$ cat src/rtl/fetch_sequencer_if.sv
// fetch_sequencer_if -- instruction-memory and decoder-side signals of the
// fetch sequencer.
//   imem_req / imem_addr   : read request and address (sequencer -> memory)
//   imem_ack / imem_rdata  : read data valid strobe and word (memory -> sequencer)
//   instr / instr_pc       : registered instruction and its address (-> decoder)
//   instr_valid            : instr / instr_pc hold a live instruction
//   stall                  : decoder is not accepting instr this cycle
// master = sequencer side, slave = memory/decoder side.
interface fetch_sequencer_if;
    logic        imem_req;
    logic [31:0] imem_addr;
    logic        imem_ack;
    logic [31:0] imem_rdata;
    logic [31:0] instr;
    logic [31:0] instr_pc;
    logic        instr_valid;
    logic        stall;

    modport master (
        output imem_req, imem_addr, instr, instr_pc, instr_valid,
        input  imem_ack, imem_rdata, stall
    );

    modport slave (
        input  imem_req, imem_addr, instr, instr_pc, instr_valid,
        output imem_ack, imem_rdata, stall
    );
endinterface

$ cat src/rtl/fetch_sequencer.sv
// fetch_sequencer -- sequential instruction fetch with stall, redirect and
// halt control. Issues one read per cycle at the current PC while in FETCH,
// registers the returned word for the decoder and counts accepted fetches.
//
// Ports:
//   clk, reset        : clock (rising edge), asynchronous active-high reset
//   start             : leave IDLE/HALT and begin fetching
//   halt              : stop fetching (wins over start)
//   redirect          : load redirect_pc (word aligned) and squash held instr
//   redirect_pc       : redirect target
//   bus (master)      : imem request/response and decoder handshake
//   state             : IDLE=0, FETCH=1, STALL=2, HALT=3
//   fetch_count       : saturating count of accepted fetches
//
// Build option: define REDIRECT_BUBBLE_EN to insert one idle request cycle
// after every redirect.
module fetch_sequencer #(
    parameter logic [31:0] RESET_PC = 32'h0000_0000,
    parameter int          COUNT_W  = 16
) (
    input  logic                 clk,
    input  logic                 reset,
    input  logic                 start,
    input  logic                 halt,
    input  logic                 redirect,
    input  logic [31:0]          redirect_pc,
    fetch_sequencer_if.master    bus,
    output logic [1:0]           state,
    output logic [COUNT_W-1:0]   fetch_count
);

    typedef enum logic [1:0] {
        S_IDLE  = 2'd0,
        S_FETCH = 2'd1,
        S_STALL = 2'd2,
        S_HALT  = 2'd3
    } state_t;

    state_t      state_q, state_d;
    logic [31:0] pc;
    logic [31:0] target;
    logic        accept;
    logic        held;
    logic        active;

    // Masking keeps every bit of redirect_pc in use while forcing alignment.
    assign target = redirect_pc & 32'hFFFF_FFFC;
    assign held   = bus.instr_valid && bus.stall;
    assign active = (state_q == S_FETCH) || (state_q == S_STALL);
    assign accept = bus.imem_req && bus.imem_ack;
    assign state  = state_q;

`ifdef REDIRECT_BUBBLE_EN
    // High for exactly the cycle following a redirect edge.
    logic bubble;
    always_ff @(posedge clk or posedge reset) begin
        if (reset) bubble <= 1'b0;
        else       bubble <= redirect;
    end
`endif

    // State register
    always_ff @(posedge clk or posedge reset) begin
        if (reset) state_q <= S_IDLE;
        else       state_q <= state_d;
    end

    // Next-state logic: redirect > halt > normal flow in FETCH/STALL;
    // in IDLE/HALT a redirect only moves the PC and halt beats start.
    always_comb begin
        state_d = state_q;
        case (state_q)
            S_IDLE, S_HALT: if (!halt && start) state_d = S_FETCH;
            S_FETCH: begin
                if (redirect)  state_d = S_FETCH;
                else if (halt) state_d = S_HALT;
                else if (held) state_d = S_STALL;
            end
            S_STALL: begin
                if (redirect)       state_d = S_FETCH;
                else if (halt)      state_d = S_HALT;
                else if (!bus.stall) state_d = S_FETCH;
            end
            default: state_d = S_IDLE;
        endcase
    end

    // Output logic: no request while a held instruction is blocked.
    always_comb begin
        bus.imem_addr = pc;
`ifdef REDIRECT_BUBBLE_EN
        bus.imem_req  = (state_q == S_FETCH) && !held && !bubble;
`else
        bus.imem_req  = (state_q == S_FETCH) && !held;
`endif
    end

    // Datapath: PC, instruction register and fetch counter.
    // Redirect and halt take precedence over a same-cycle ack, which is
    // simply dropped.
    always_ff @(posedge clk or posedge reset) begin
        if (reset) begin
            pc              <= RESET_PC;
            bus.instr       <= 32'h0;
            bus.instr_pc    <= 32'h0;
            bus.instr_valid <= 1'b0;
            fetch_count     <= '0;
        end else if (redirect) begin
            pc              <= target;
            bus.instr_valid <= 1'b0;
        end else if (active && halt) begin
            bus.instr_valid <= 1'b0;
        end else if (accept) begin
            bus.instr       <= bus.imem_rdata;
            bus.instr_pc    <= pc;
            bus.instr_valid <= 1'b1;
            pc              <= pc + 32'd4;
            if (fetch_count != '1) fetch_count <= fetch_count + COUNT_W'(1);
        end else if (bus.instr_valid && !bus.stall) begin
            bus.instr_valid <= 1'b0;
        end
    end

endmodule

$ cat src/flat_wrapper.sv
// flat-port wrapper written by rule: the top's interface ports become plain ports
module fetch_sequencer_flat 
#(
    parameter logic [31:0] RESET_PC = 32'h0000_0000,
    parameter int          COUNT_W  = 16
)
  (clk, reset, start, halt, redirect, redirect_pc, state, fetch_count, bus_imem_req, bus_imem_addr, bus_instr, bus_instr_pc, bus_instr_valid, bus_imem_ack, bus_imem_rdata, bus_stall);
  fetch_sequencer_if bus_i ();
  input  logic clk;
  input  logic reset;
  input  logic start;
  input  logic halt;
  input  logic redirect;
  input  logic [31:0] redirect_pc;
  output logic [1:0] state;
  output logic [COUNT_W-1:0] fetch_count;
  output wire logic [$bits(bus_i.imem_req)-1:0] bus_imem_req;
  output wire logic [$bits(bus_i.imem_addr)-1:0] bus_imem_addr;
  output wire logic [$bits(bus_i.instr)-1:0] bus_instr;
  output wire logic [$bits(bus_i.instr_pc)-1:0] bus_instr_pc;
  output wire logic [$bits(bus_i.instr_valid)-1:0] bus_instr_valid;
  input wire logic [$bits(bus_i.imem_ack)-1:0] bus_imem_ack;
  input wire logic [$bits(bus_i.imem_rdata)-1:0] bus_imem_rdata;
  input wire logic [$bits(bus_i.stall)-1:0] bus_stall;
  assign bus_imem_req = bus_i.imem_req;
  assign bus_imem_addr = bus_i.imem_addr;
  assign bus_instr = bus_i.instr;
  assign bus_instr_pc = bus_i.instr_pc;
  assign bus_instr_valid = bus_i.instr_valid;
  assign bus_i.imem_ack = bus_imem_ack;
  assign bus_i.imem_rdata = bus_imem_rdata;
  assign bus_i.stall = bus_stall;
  fetch_sequencer #(.RESET_PC(RESET_PC), .COUNT_W(COUNT_W)) u_core (.clk(clk), .reset(reset), .start(start), .halt(halt), .redirect(redirect), .redirect_pc(redirect_pc), .bus(bus_i), .state(state), .fetch_count(fetch_count));
endmodule
$ cat config.mk
export PLATFORM = sky130hd
export DESIGN_NAME = fetch_sequencer_flat
export DESIGN_NICKNAME = d
export VERILOG_FILES = /design/src/rtl/fetch_sequencer_if.sv /design/src/rtl/fetch_sequencer.sv /design/src/flat_wrapper.sv
export SDC_FILE = /design/constraint.sdc
export NUM_CORES = 1
export LEC_CHECK = 0
export CAP_MARGIN = 20
export CORE_UTILIZATION = 45
export DETAILED_ROUTE_END_ITERATION = 16
export GPL_TIMING_DRIVEN = 0
export PLACE_DENSITY = 0.81
export SYNTH_ARGS = -nofsm -noshare
export SYNTH_HDL_FRONTEND = slang
export SYNTH_SLANG_ARGS = --single-unit
$ cat constraint.sdc
create_clock -name clk -period 5 [get_ports clk]
set_input_delay 1 -clock clk [delete_from_list [all_inputs] [get_ports clk]]
set_output_delay 1 -clock clk [all_outputs]
set_load 0.01 [all_outputs]
**Word level (Yosys, flattened, before mapping)**

Index checks and enable logic that the tools add are counted.
W data, S select, Z words.

- Output and inout bits: 116
- Register bits: 115

- $add $sub $neg: 2
- Muxes and demuxes: 15
- Eq/ne operators: 8
- Bitwise logic cells: 2
- Reduce and logical (&&, ||, !) cells: 18

Operator list:

| kind | number |
|---|---|
| $mux W32 | 3 |
| $add A32 B3 Y32 const B | 1 |
| $add A16 B1 Y16 const B | 1 |
| $ne A16 B16 Y1 const B | 1 |
| $mux W2 | 7 |
| $logic_and A1 B1 Y1 | 6 |
| $pmux W2 S3 | 1 |
| $reduce_and A3 Y1 | 2 |
| $eq A2 B2 Y1 const B | 2 |
| $mux W1 | 4 |
| $ne A4 B3 Y1 const B | 1 |
| $ne A4 B4 Y1 const B | 1 |
| $reduce_and A4 Y1 | 1 |
| $reduce_bool A4 Y1 | 1 |
| $logic_not A1 Y1 | 3 |
| $eq A2 B1 Y1 const B | 1 |
| $logic_not A2 Y1 | 1 |
| $ne A2 B1 Y1 const B | 1 |
| $ne A2 B2 Y1 const B | 1 |
| $not A1 Y1 | 2 |
| $reduce_and A2 Y1 | 1 |
| $reduce_bool A2 Y1 | 1 |
| $reduce_or A2 Y1 | 1 |
| $logic_or A1 B1 Y1 | 1 |

**Logic depth before layout (Yosys ltp)**

Gate-level depths: netlist (run 1).

- Word-level depth: 7
- Depth in mapped cells: 9

**Least setup slack after synthesis (run 1)**

No wires, ideal clock.

- Path kind: in2reg
- Start: input bus_stall
- End: register u_core.pc[30] (netlist: u_core.bus.imem_addr[30])
- Stages on the path: 6
- Data arrival time: 2.928 ns
- Slack: 1.990 ns
- Path buffers: 1
- Library setup time: 0.082 ns
- Path through: and2_1 > or4_4 > or4b_1 > buf_2 > or4_1 > a31oi_1

- Cells in the longest elaborated chain, start to end: 6

RTL lines:

| item | line | text |
|---|---|---|
| start: declaration | flat_wrapper.sv:24 | `input wire logic [$bits(bus_i.stall)-1:0] bus_stall;` |
| $logic_and A1 B1 Y1 | fetch_sequencer.sv:48 | `assign held = bus.instr_valid && bus.stall;` |
| $logic_not A1 Y1 | fetch_sequencer.sv:94 | `bus.imem_req = (state_q == S_FETCH) && !held;` |
| $logic_and A1 B1 Y1 | fetch_sequencer.sv:94 |  |
| $logic_and A1 B1 Y1 | fetch_sequencer.sv:50 | `assign accept = bus.imem_req && bus.imem_ack;` |
| $reduce_bool A2 Y1 (no line) | -- |  |
| $reduce_and A2 Y1 (no line) | -- |  |
| end signal: assignment | fetch_sequencer.sv:109 | `pc <= target;` |
| end signal: assignment | fetch_sequencer.sv:117 | `pc <= pc + 32'd4;` |
| end: declaration | fetch_sequencer.sv:40 | `logic [31:0] pc;` |

Every way passes these cells.
A chain may end at the register's enable or synchronous reset.

**Worst setup path after layout (run 1)**

- Start: input halt
- End: register u_core.bus.instr_pc[2]

- Cells in the longest elaborated chain, start to end: 3

RTL lines:

| item | line | text |
|---|---|---|
| start: declaration | flat_wrapper.sv:12 | `input logic halt;` |
| $logic_and A1 B1 Y1 | fetch_sequencer.sv:111 | `end else if (active && halt) begin` |
| $not A1 Y1 (no line) | -- |  |
| $reduce_and A3 Y1 (no line) | -- |  |
| end signal: assignment | fetch_sequencer.sv:115 | `bus.instr_pc <= pc;` |
| end: declaration | fetch_sequencer_if.sv:20 | `output imem_req, imem_addr, instr, instr_pc, instr_valid,` |

Every way passes these cells.

==> qor.yml, run 1 <==
die:
  core-area_mm2: 0.0108
  fp.dieH_um: 107
  ios: 187
  die_w_um: 107
  die_area_mm2: 0.0115
  initial_core_util: 0.462
  fp-row-count: 38
yosys:
  avgSynthCellArea_um2: 11.6
  yosysTopAreaCell: "dfrtp_1"
  synth_cell_types: 42
  synth-edff-count: 0
  synthTopCellsByArea: "dfrtp_1 56%, mux2_2 15%, xor2_1 3.7%, nand2_1 3.2%, xnor2_1 3.0%"
  netlist_instances: 431
  ys_warn_count: 0
  synth_top_area_frac: 0.555
  seq_area_frac_synth: 0.555
  ys_ff_latch: 111
  synth-main-ff-cell: "dfrtp_1"
  syn_area_mm2: 0.00500
  synth_async_sr_flop_share: 1.00
cts:
  cts-htree-levels: 3
  cts_setup_buffers: 0
  clockBufferDepth: 2
  clock_latency_ns: 0.37
  clock_sinks: 111
  cts-root-buf: "clkbuf_8"
  cts_buffers: 9
  hold_buffers: 0
  clk_pin_slew_ns: 0.10
  cts_tree: "done"
  postCtsResizedCells: 0
critical_path:
  critical-path-max-stage-delay_ns: 0.68
  slowest_stage: "nor4_1"
  endpoint_kind: "register"
  crit_path_start_kind: "primary input"
  cp.arrival_ns: 3.80
  path_class: "primary input to register"
  critical_path.max_fanout: 10
  required_ns: 5.26
  path_cells: "clkdlybuf4s50_1 > nor2b_4 > nor4_1 > clkbuf_1 > buf_1 > mux2_2"
route:
  viasPerCell: 5.26
  wl_per_cell_um: 16.0
  drt-initial-drc-count: 209
  drc: 0
  routed_wl_um: 12400
  drtPass1Iterations: 4
  num_vias: 4055
  drtAntennaViolNets: 0
sta:
  timing.slew.headroom: 0.370
  min_period_ns: 3.55
  grt_setup_unrepaired: "no"
  holdWs_ns: 0.495
  hold_viol_final: 0
  setup_viol_count_final: 0
  worstMarginPinSlew_ns: 0.937
  drv_slew: 0
  period_share: 0.709
  final.setup.tns_ns: 0
  skew_ns: 0.0101
  fmax_ghz: 0.282
power:
  ir_drop_mv: 0.279
  leakage_nw: 2.95
  power.density_mw_per_mm2: 467
cells_and_area:
  fillers: 832
  nNetsFinal: 701
  antenna_cells: 0
  final_common_cell: "clkdlybuf4s50_1"
  drive_above_1_share: 0.154
  final_cells: 771
  final_cell_mix: "179 x clkdlybuf4s50_1, 111 x dfrtp_1, 66 x mux2_2"
  syn2layout_area_growth_pct: 44.7
worst_hold_path:
  hold_path_class: "register to register"
global_routing:
  antenna_found_initial: 0
  grt_pass1_vias: 4000
  grt_usage: 0.218
  grt-ovfl-total: 0
  grt_pass1_wl_um: 19500
  grt_max_degree: 63
placed_design:
  io_buffers: 179
  dp_hpwl_um: 9150
  place.gp.congestion: 0.879
  dpl.cell_count: 754
status:
  status: "complete, no violations"
job:
  drv_cap: 0
==> metrics by stage <==
step	instance area, µm²	worst slack (ns)	power, mW	util
finish	7240	1.45	3.38	0.668
global route	7240	1.18	3.56	0.668
CTS	7230	1.37	3.41	0.667
detailed placement	7010	0.974	2.81	0.647
global placement	6980	-0.412	2.75	0.644
floorplan	5010	1.07	2.00	-
==> routing by layer <==
metal,part of all wire,vias up,wire (µm),GRT usage
met5,0,-,0,0
met4,0.017,0,207,0.0998
met3,0.054,21,673,0.0339
met2,0.51,138,6280,0.372
met1,0.42,1997,5190,0.273
li1,-,1899,-,-
==> worst paths after layout <==
| kind | from | to | slack [ns] | cells after the start |
|---|---|---|---|---|
| min reg2reg | u_core.fetch_count[13] | u_core.fetch_count[13] | 0.50 | 1 |
| min | u_core.fetch_count[13] | u_core.fetch_count[13] | 0.50 | 1 |
| min in group asynchronous | reset | u_core.bus.instr[3] | 1.06 | 2 |
| max | halt | u_core.bus.instr_pc[2] | 1.45 | 6 |
| max reg2reg | u_core.state[0] | u_core.bus.instr_pc[2] | 1.83 | 7 |
| max in group asynchronous | reset | u_core.bus.imem_addr[2] | 3.22 | 3 |
==> synth_stat cells (all sizes together), types with 5 or more instances <==
library cell and count:
nand2 44, clkbuf 10, nand3 20, and2 5
nor4 11, inv 9, dfrtp 111, xor2 21
o21ai 25, nor3 8, or3 7, or4 6
nor2 17, a31oi 6, nand4 10, xnor2 17
buf 11, mux2 66
==> registers in the layout, indices dropped and copies added (netlist names) <==
name / flops
u_core.bus.instr_valid: 1
u_core.fetch_count: 16
u_core.state: 2
u_core.bus.instr_pc: 30
u_core.bus.instr: 32
u_core.bus.imem_addr: 30
==> final cells by class <==
class                      instances  area (µm²)  area share
timing repair buffer             181        1820       0.252
tap                              140         175      0.0242
inverter                          10        40.0     0.00553
multi-input combinational        292        2100       0.290
buffer                            21         100      0.0138
clock inverter                     5        81.3      0.0112
sequential                       111        2780       0.384
clock buffer                      11         141      0.0195
==> power breakdown <==
part	internal [mW]	total, mW	switching [mW]
Clock	0.297	0.602	0.305
Combinational	0.859	1.39	0.527
Sequential	1.20	1.39	0.199
Total	2.35	3.38	1.03
==> logic make-up after synthesis <==
kind of cell,Yosys count,synth area share
muxes,67,0.151
DFF,111,0.555
xor gates and xnor gates,38,0.0665
AOI/OAI and AO/OA,39,0.0440
buffers and inverters,31,0.0275
and+or+nand+nor,140,0.146
other,1,0.000749
adders and majority gates,4,0.0100
==> critical path, delay by kind of cell <==
kind	cells	cell delay, ns
and+or+nand+nor	2	0.86
buffers and inverters	3	1.53
muxes	1	0.41
Note: power is estimated with default switching activity, not from simulation.
==> run 2, diff against run 1 <==
--- a/config.mk
+++ b/config.mk
@@ -6,10 +6,10 @@
 export NUM_CORES = 1
 export LEC_CHECK = 0
 export CAP_MARGIN = 20
-export CORE_UTILIZATION = 45
+export CORE_UTILIZATION = 40
 export DETAILED_ROUTE_END_ITERATION = 16
 export GPL_TIMING_DRIVEN = 0
-export PLACE_DENSITY = 0.81
+export PLACE_DENSITY = 0.76
 export SYNTH_ARGS = -nofsm -noshare
 export SYNTH_HDL_FRONTEND = slang
 export SYNTH_SLANG_ARGS = --single-unit
==> constraint.sdc (replaced) <==
create_clock -name clk -period 2.99 [get_ports clk]
set_input_delay 0.598 -clock clk [delete_from_list [all_inputs] [get_ports clk]]
set_output_delay 0.598 -clock clk [all_outputs]
set_load 0.01 [all_outputs]
==> run 2 against run 1 <==
Effect of this change:
- core utilization is 5.8 points lower
- sequential share of layout area shrank 0.76 points
- flip-flop and latch count stayed put
- largest power group is now combinational logic
==> qor.yml, run 2 (synthesis results as in run 1) <==
sta:
  period_share: 0.973
  drv_slew: 0  # unchanged
  fmax_ghz: 0.344
  skew_ns: 0.00580  # was 0.0101 ns
  setup_viol_count_final: 0  # unchanged
  hold_viol_final: 0  # unchanged
  final.setup.tns_ns: 0  # unchanged
  timing.slew.headroom: 0.382  # was 0.370
  min_period_ns: 2.91
  worstMarginPinSlew_ns: 0.918  # was 0.937 ns
critical_path:
  critical_path.max_fanout: 7  # was 10
  cp.arrival_ns: 3.18  # was 3.80 ns
  r2r_slack_ns: 0.15  # was 1.83 ns
  regToRegStartpoint: "u_core.state[1]"  # was u_core.state[0]
  crit_path_start_kind: "primary input"  # unchanged
  required_ns: 3.26  # was 5.26 ns
  path_class: "primary input to register"  # unchanged
  endpoint_kind: "register"  # unchanged
  rr_worst_depth: 8  # was 7
  rr_endpoint: "u_core.bus.imem_addr[30]"  # was u_core.bus.instr_pc[2]
cts:
  clock_sinks: 111  # unchanged
  cts_tree: "done"  # unchanged
  cts-root-buf: "clkbuf_16"  # was clkbuf_8
  clock_latency_ns: 0.35  # was 0.37 ns
  cts_setup_buffers: 0  # unchanged
  postCtsResizedCells: 4  # was 0
  clockBufferDepth: 2  # unchanged
  hold_buffers: 0  # unchanged
  clk_pin_slew_ns: 0.07  # was 0.10 ns
  cts_buffers: 9  # unchanged
  cts-htree-levels: 3  # unchanged
placed_design:
  io_buffers: 179  # unchanged
  dpl.cell_count: 783  # was 754
  placed_area_mm2: 0.00706  # was 0.00701 mm²
  place.gp.congestion: 0.791  # was 0.879
  dp_hpwl_um: 9560  # was 9150 µm
global_routing:
  grt_usage: 0.202  # was 0.218
  grt-ovfl-total: 0  # unchanged
  grt_pass1_vias: 4097  # was 4000
  antenna_found_initial: 0  # unchanged
  grt_pass1_wl_um: 20400  # was 19500 µm
  grt_max_degree: 42  # was 63
cells_and_area:
  final_cell_mix: "178 x clkdlybuf4s50_1, 110 x dfrtp_1, 66 x mux2_2"  # was 179 x clkdlybuf4s50_1, 111 x dfrtp_1, 66 x mux2_2
  drive_above_1_share: 0.165  # was 0.154
  regMostFlops: "u_core.bus.instr"  # unchanged
  nNetsFinal: 702  # was 701
  final_cells: 800  # was 771
  syn2layout_area_growth_pct: 47.7  # was 44.7%
  final_common_cell: "clkdlybuf4s50_1"  # unchanged
  final_area_mm2: 0.00739  # was 0.00724 mm²
  largest_reg_flops: 32  # unchanged
  antenna_cells: 0  # unchanged
  fillers: 1070  # was 832
route:
  wl_per_cell_um: 15.8  # was 16.0 µm
  drc: 0  # unchanged
  routed_wl_um: 12700  # was 12400 µm
  viasPerCell: 5.07  # was 5.26
  drtPass1Iterations: 4  # unchanged
  drtAntennaViolNets: 0  # unchanged
  num_vias: 4055  # unchanged
  drt-initial-drc-count: 193  # was 209
status:
  status: "complete, no violations"  # unchanged
worst_hold_path:
  hold_path_depth: 1  # unchanged
  worstHoldStart: "u_core.bus.instr_pc[30]"  # was u_core.fetch_count[13]
  min_to: "u_core.bus.instr_pc[30]"  # was u_core.fetch_count[13]
  hold_path_class: "register to register"  # unchanged
die:
  die_area_mm2: 0.0130  # was 0.0115 mm²
  core-area_mm2: 0.0121  # was 0.0108 mm²
  ios: 187  # unchanged
  initial_core_util: 0.413  # was 0.462
  fp-row-count: 40  # was 38
  die_w_um: 114  # was 107 µm
  fp.dieH_um: 114  # was 107 µm
job:
  drv_cap: 0  # unchanged
power:
  ir_drop_mv: 0.429  # was 0.279 mV
  leakage_nw: 3.00  # was 2.95 nW
  power.density_mw_per_mm2: 795  # was 467 mW/mm²
## run 2: cell count changes in the layout (fill, tap and decap cells not counted), moves of 2 or more
cell       delta
clkbuf_16     +9
clkbuf_8      -9
buf_1         -2
buf_12        +2
buf_2         +2
ha_1          -2
## run 2: routing by layer
metal  GRT usage  vias to the layer above  share of wire
met2       0.339                      136           0.49
li1            -                     1905              -
met1       0.249                     1989           0.42
met3      0.0553                       25          0.064
met5           0                        -              0
met4      0.0788                        0          0.022
## run 2: stage by stage
stage	utilization	setup WS, ns	hold slack (ns)	total power [mW]
2_1_floorplan	-	0.229	0.522	3.35
3_3_place_gp	0.580	-0.761	0.484	4.61
3_5_place_dp	0.583	-0.760	0.494	4.70
4_1_cts	0.608	0.107	0.510	5.92
5_1_grt	0.610	-0.000469	0.514	6.20
6_report	0.610	0.0794	0.504	5.87
## run 2: how the worst max path moves through the flow
stage          slack, ns       startpoint  depth (start not counted)                       end
2_1_floorplan       0.23  u_core.state[0]                          8  u_core.bus.imem_addr[30]
3_3_place_gp       -0.76             halt                          6   u_core.bus.instr_pc[23]
3_5_place_dp       -0.76             halt                          6   u_core.bus.instr_pc[23]
4_1_cts             0.11  u_core.state[1]                          7  u_core.bus.imem_addr[30]
5_1_grt          -0.0005        bus_stall                          8  u_core.bus.imem_addr[31]
6_report            0.08        bus_stall                          7  u_core.bus.imem_addr[30]
## run 2: critical path, stage by stage
cell             delay [ns]
clkdlybuf4s50_1        0.45
and2_2                 0.26
or4_4                  0.52
or4b_1                 0.48
buf_2                  0.19
or4_1                  0.50
a31oi_1                0.16
## run 2: area by class of cell
type	count	area, µm²	share of cell area
flip-flops and latches	111	2780	0.376
repair buffers	182	1840	0.249
multi-input cells	292	2120	0.287
clock buffers	13	250	0.0339
inverters	10	41.3	0.00559
well taps	168	210	0.0285
clock inverters	3	42.5	0.00576
plain buffers	21	104	0.0141
## run 2: power by group
group | total, mW | internal (mW) | switching [mW]
clock | 1.20 | 0.673 | 0.523
sequential | 2.33 | 2.01 | 0.330
combinational | 2.34 | 1.46 | 0.885
total | 5.87 | 4.14 | 1.74
==> run 3, diff against run 2 <==
--- a/config.mk
+++ b/config.mk
@@ -6,10 +6,13 @@
 export NUM_CORES = 1
 export LEC_CHECK = 0
 export CAP_MARGIN = 20
-export CORE_UTILIZATION = 40
+export CELL_PAD_IN_SITES_DETAIL_PLACEMENT = 0
+export CELL_PAD_IN_SITES_GLOBAL_PLACEMENT = 2
+export CORE_UTILIZATION = 25
 export DETAILED_ROUTE_END_ITERATION = 16
 export GPL_TIMING_DRIVEN = 0
-export PLACE_DENSITY = 0.76
+export PLACE_DENSITY_LB_ADDON = 0.1
+export SKIP_LAST_GASP = 1
 export SYNTH_ARGS = -nofsm -noshare
 export SYNTH_HDL_FRONTEND = slang
 export SYNTH_SLANG_ARGS = --single-unit
==> run 3 against run 2 <==
Effect of this change:
- clock power is 5% higher
- flip-flop and latch count is the same
- maximum frequency rose by 1.6%
- non-clock buffer count grew 4
- core utilization shrank 22 points
- total power rose by 1.3%
- largest cell class unchanged
- largest power group unchanged
==> qor.yml, run 3 (synthesis results as in run 1) <==
sta:
  worstMarginPinSlew_ns: 0.645  # was 0.918 ns
  fmax_ghz: 0.349  # was 0.344 GHz
  timing.slew.headroom: 0.569  # was 0.382
  grt_setup_unrepaired: "no"
  final.setup.tns_ns: 0  # unchanged
  drv_slew: 0  # unchanged
  skew_ns: 0.00874  # was 0.00580 ns
  period_share: 0.958  # was 0.973
  setup_viol_count_final: 0  # unchanged
  min_period_ns: 2.87  # was 2.91 ns
  hold_viol_final: 0  # unchanged
critical_path:
  endpoint_kind: "register"  # unchanged
  cp.arrival_ns: 3.14  # was 3.18 ns
  critical_path.max_fanout: 7  # unchanged
  required_ns: 3.26  # about the same
  rr_worst_depth: 8  # unchanged
  crit_path_start_kind: "primary input"  # unchanged
  cp.buffers_inverters: 2  # unchanged
  crit_family: "simple AND/OR/NAND/NOR gates"  # unchanged
  startpoint: "bus_stall"  # unchanged
  slowest_stage: "or4_4"  # unchanged
  r2r_slack_ns: 0.13  # was 0.15 ns
  path_class: "primary input to register"  # unchanged
  crit_end: "u_core.bus.imem_addr[30]"  # unchanged
  path_cells: "clkdlybuf4s50_1 > and2_4 > or4_4 > or4b_4 > clkbuf_4 > or4_1 > a31oi_1"  # was clkdlybuf4s50_1 > and2_2 > or4_4 > or4b_1 > buf_2 > or4_1 > a31oi_1
  cp.depth: 7  # unchanged
  rr_endpoint: "u_core.bus.imem_addr[30]"  # unchanged
  critical-path-max-stage-delay_ns: 0.52  # about the same
  regToRegStartpoint: "u_core.state[1]"  # unchanged
cts:
  clk_pin_slew_ns: 0.08  # was 0.07 ns
  cts_tree: "done"  # unchanged
  clock_latency_ns: 0.35  # about the same
  cts-htree-levels: 3  # unchanged
  cts_buffers: 9  # unchanged
  clock_sinks: 111  # unchanged
  hold_buffers: 0  # unchanged
  cts-root-buf: "clkbuf_16"  # unchanged
  clockBufferDepth: 2  # unchanged
global_routing:
  grt_usage: 0.146  # was 0.202
  grt_pass1_wl_um: 22800  # was 20400 µm
  grt_pass1_vias: 4107  # was 4097
  grt_max_degree: 38  # was 42
  grt-ovfl-total: 0  # unchanged
  antenna_found_initial: 0  # unchanged
placed_design:
  dp_hpwl_um: 10900  # was 9560 µm
  placed_area_mm2: 0.00721  # was 0.00706 mm²
  dpl.cell_count: 883  # was 783
  io_buffers: 179  # unchanged
  place.gp.congestion: 0.742  # was 0.791
route:
  wl_per_cell_um: 16.2  # was 15.8 µm
  viasPerCell: 4.44  # was 5.07
  drc: 0  # unchanged
  drt-initial-drc-count: 162  # was 193
  num_vias: 3998  # was 4055
  routed_wl_um: 14600  # was 12700 µm
  drtAntennaViolNets: 0  # unchanged
  drtPass1Iterations: 4  # unchanged
cells_and_area:
  antenna_cells: 0  # unchanged
  fillers: 1952  # was 1070
  largest_reg_flops: 32  # unchanged
  final_common_cell: "clkdlybuf4s50_1"  # unchanged
  multi_input_area_mm2: 0.00212  # about the same
  nNetsFinal: 706  # was 702
  regMostFlops: "u_core.bus.instr"  # unchanged
  syn2layout_area_growth_pct: 51.0  # was 47.7%
  final_cells: 901  # was 800
  final_area_mm2: 0.00756  # was 0.00739 mm²
  final_cell_mix: "178 x clkdlybuf4s50_1, 111 x dfrtp_1, 66 x mux2_2"  # was 178 x clkdlybuf4s50_1, 110 x dfrtp_1, 66 x mux2_2
  drive_above_1_share: 0.170  # was 0.165
  regArea_mm2: 0.00278  # about the same
die:
  die_area_mm2: 0.0206  # was 0.0130 mm²
  fp-row-count: 51  # was 40
  core-area_mm2: 0.0195  # was 0.0121 mm²
  die_w_um: 143  # was 114 µm
  fp.dieH_um: 143  # was 114 µm
  initial_core_util: 0.256  # was 0.413
  ios: 187  # unchanged
power:
  leakage_nw: 3.03  # was 3.00 nW
  ir_drop_mv: 0.330  # was 0.429 mV
  power.density_mw_per_mm2: 787  # was 795 mW/mm²
  power_mw: 5.95  # was 5.87 mW
job:
  drv_cap: 0  # unchanged
worst_hold_path:
  hold_path_depth: 1  # unchanged
  hold_path_class: "register to register"  # unchanged
status:
  status: "complete, no violations"  # unchanged
run 3: final cells by class:
| class | instances | area share |
|---|---|---|
| Inverter | 10 | 0.00546 |
| Multi-Input combinational cell | 292 | 0.281 |
| Clock buffer | 9 | 0.0298 |
| Timing Repair Buffer | 186 | 0.248 |
| Buffer | 21 | 0.0137 |
| Clock inverter | 7 | 0.0106 |
| Sequential cell | 111 | 0.368 |
| Tap cell | 265 | 0.0439 |
run 3: what timing repair did:
| action | CTS | global route |
|---|---|---|
| gates resized for setup | 1 | 8 |
| endpoints found under the hold margin | 0 | 0 |
| endpoints found under the setup margin | 2 | 2 |
| cloned | 0 | 0 |
| buffers inserted | 0 | 1 |
run 3: how the worst min path moves through the flow:
stage                           start  slack (ns)                     end
4_1_cts        u_core.fetch_count[13]        0.51  u_core.fetch_count[13]
6_report       u_core.fetch_count[13]        0.50  u_core.fetch_count[13]
2_1_floorplan  u_core.fetch_count[13]        0.52  u_core.fetch_count[13]
5_1_grt          u_core.bus.instr[31]        0.52    u_core.bus.instr[31]
3_3_place_gp     u_core.bus.instr[12]        0.49    u_core.bus.instr[12]
3_5_place_dp   u_core.fetch_count[13]        0.49  u_core.fetch_count[13]
run 3: metrics by stage:
| step | utilization | worst slack [ns] | hold WS (ns) |
|---|---|---|---|
| 2_1_floorplan | - | 0.229 | 0.522 |
| 3_3_place_gp | 0.366 | -1.02 | 0.489 |
| 3_5_place_dp | 0.369 | -0.351 | 0.492 |
| 4_1_cts | 0.385 | 0.0267 | 0.508 |
| 5_1_grt | 0.387 | 0.0110 | 0.521 |
| 6_report | 0.387 | 0.125 | 0.503 |
run 3: power breakdown:
part           internal (mW)  total (mW)  switching, mW
Clock                  0.662        1.26          0.597
Sequential              2.00        2.33          0.329
Combinational           1.47        2.36          0.892
Total                   4.13        5.95           1.82
run 3: layer usage:
| metal | global-route usage | routed length, µm | vias up | part of all wire |
|---|---|---|---|---|
| met5 | 0 | 0 | - | 0 |
| met4 | 0.0487 | 190 | 0 | 0.013 |
| met3 | 0.0333 | 835 | 12 | 0.057 |
| met2 | 0.238 | 6980 | 112 | 0.48 |
| met1 | 0.191 | 6630 | 1965 | 0.45 |
| li1 | - | - | 1909 | - |
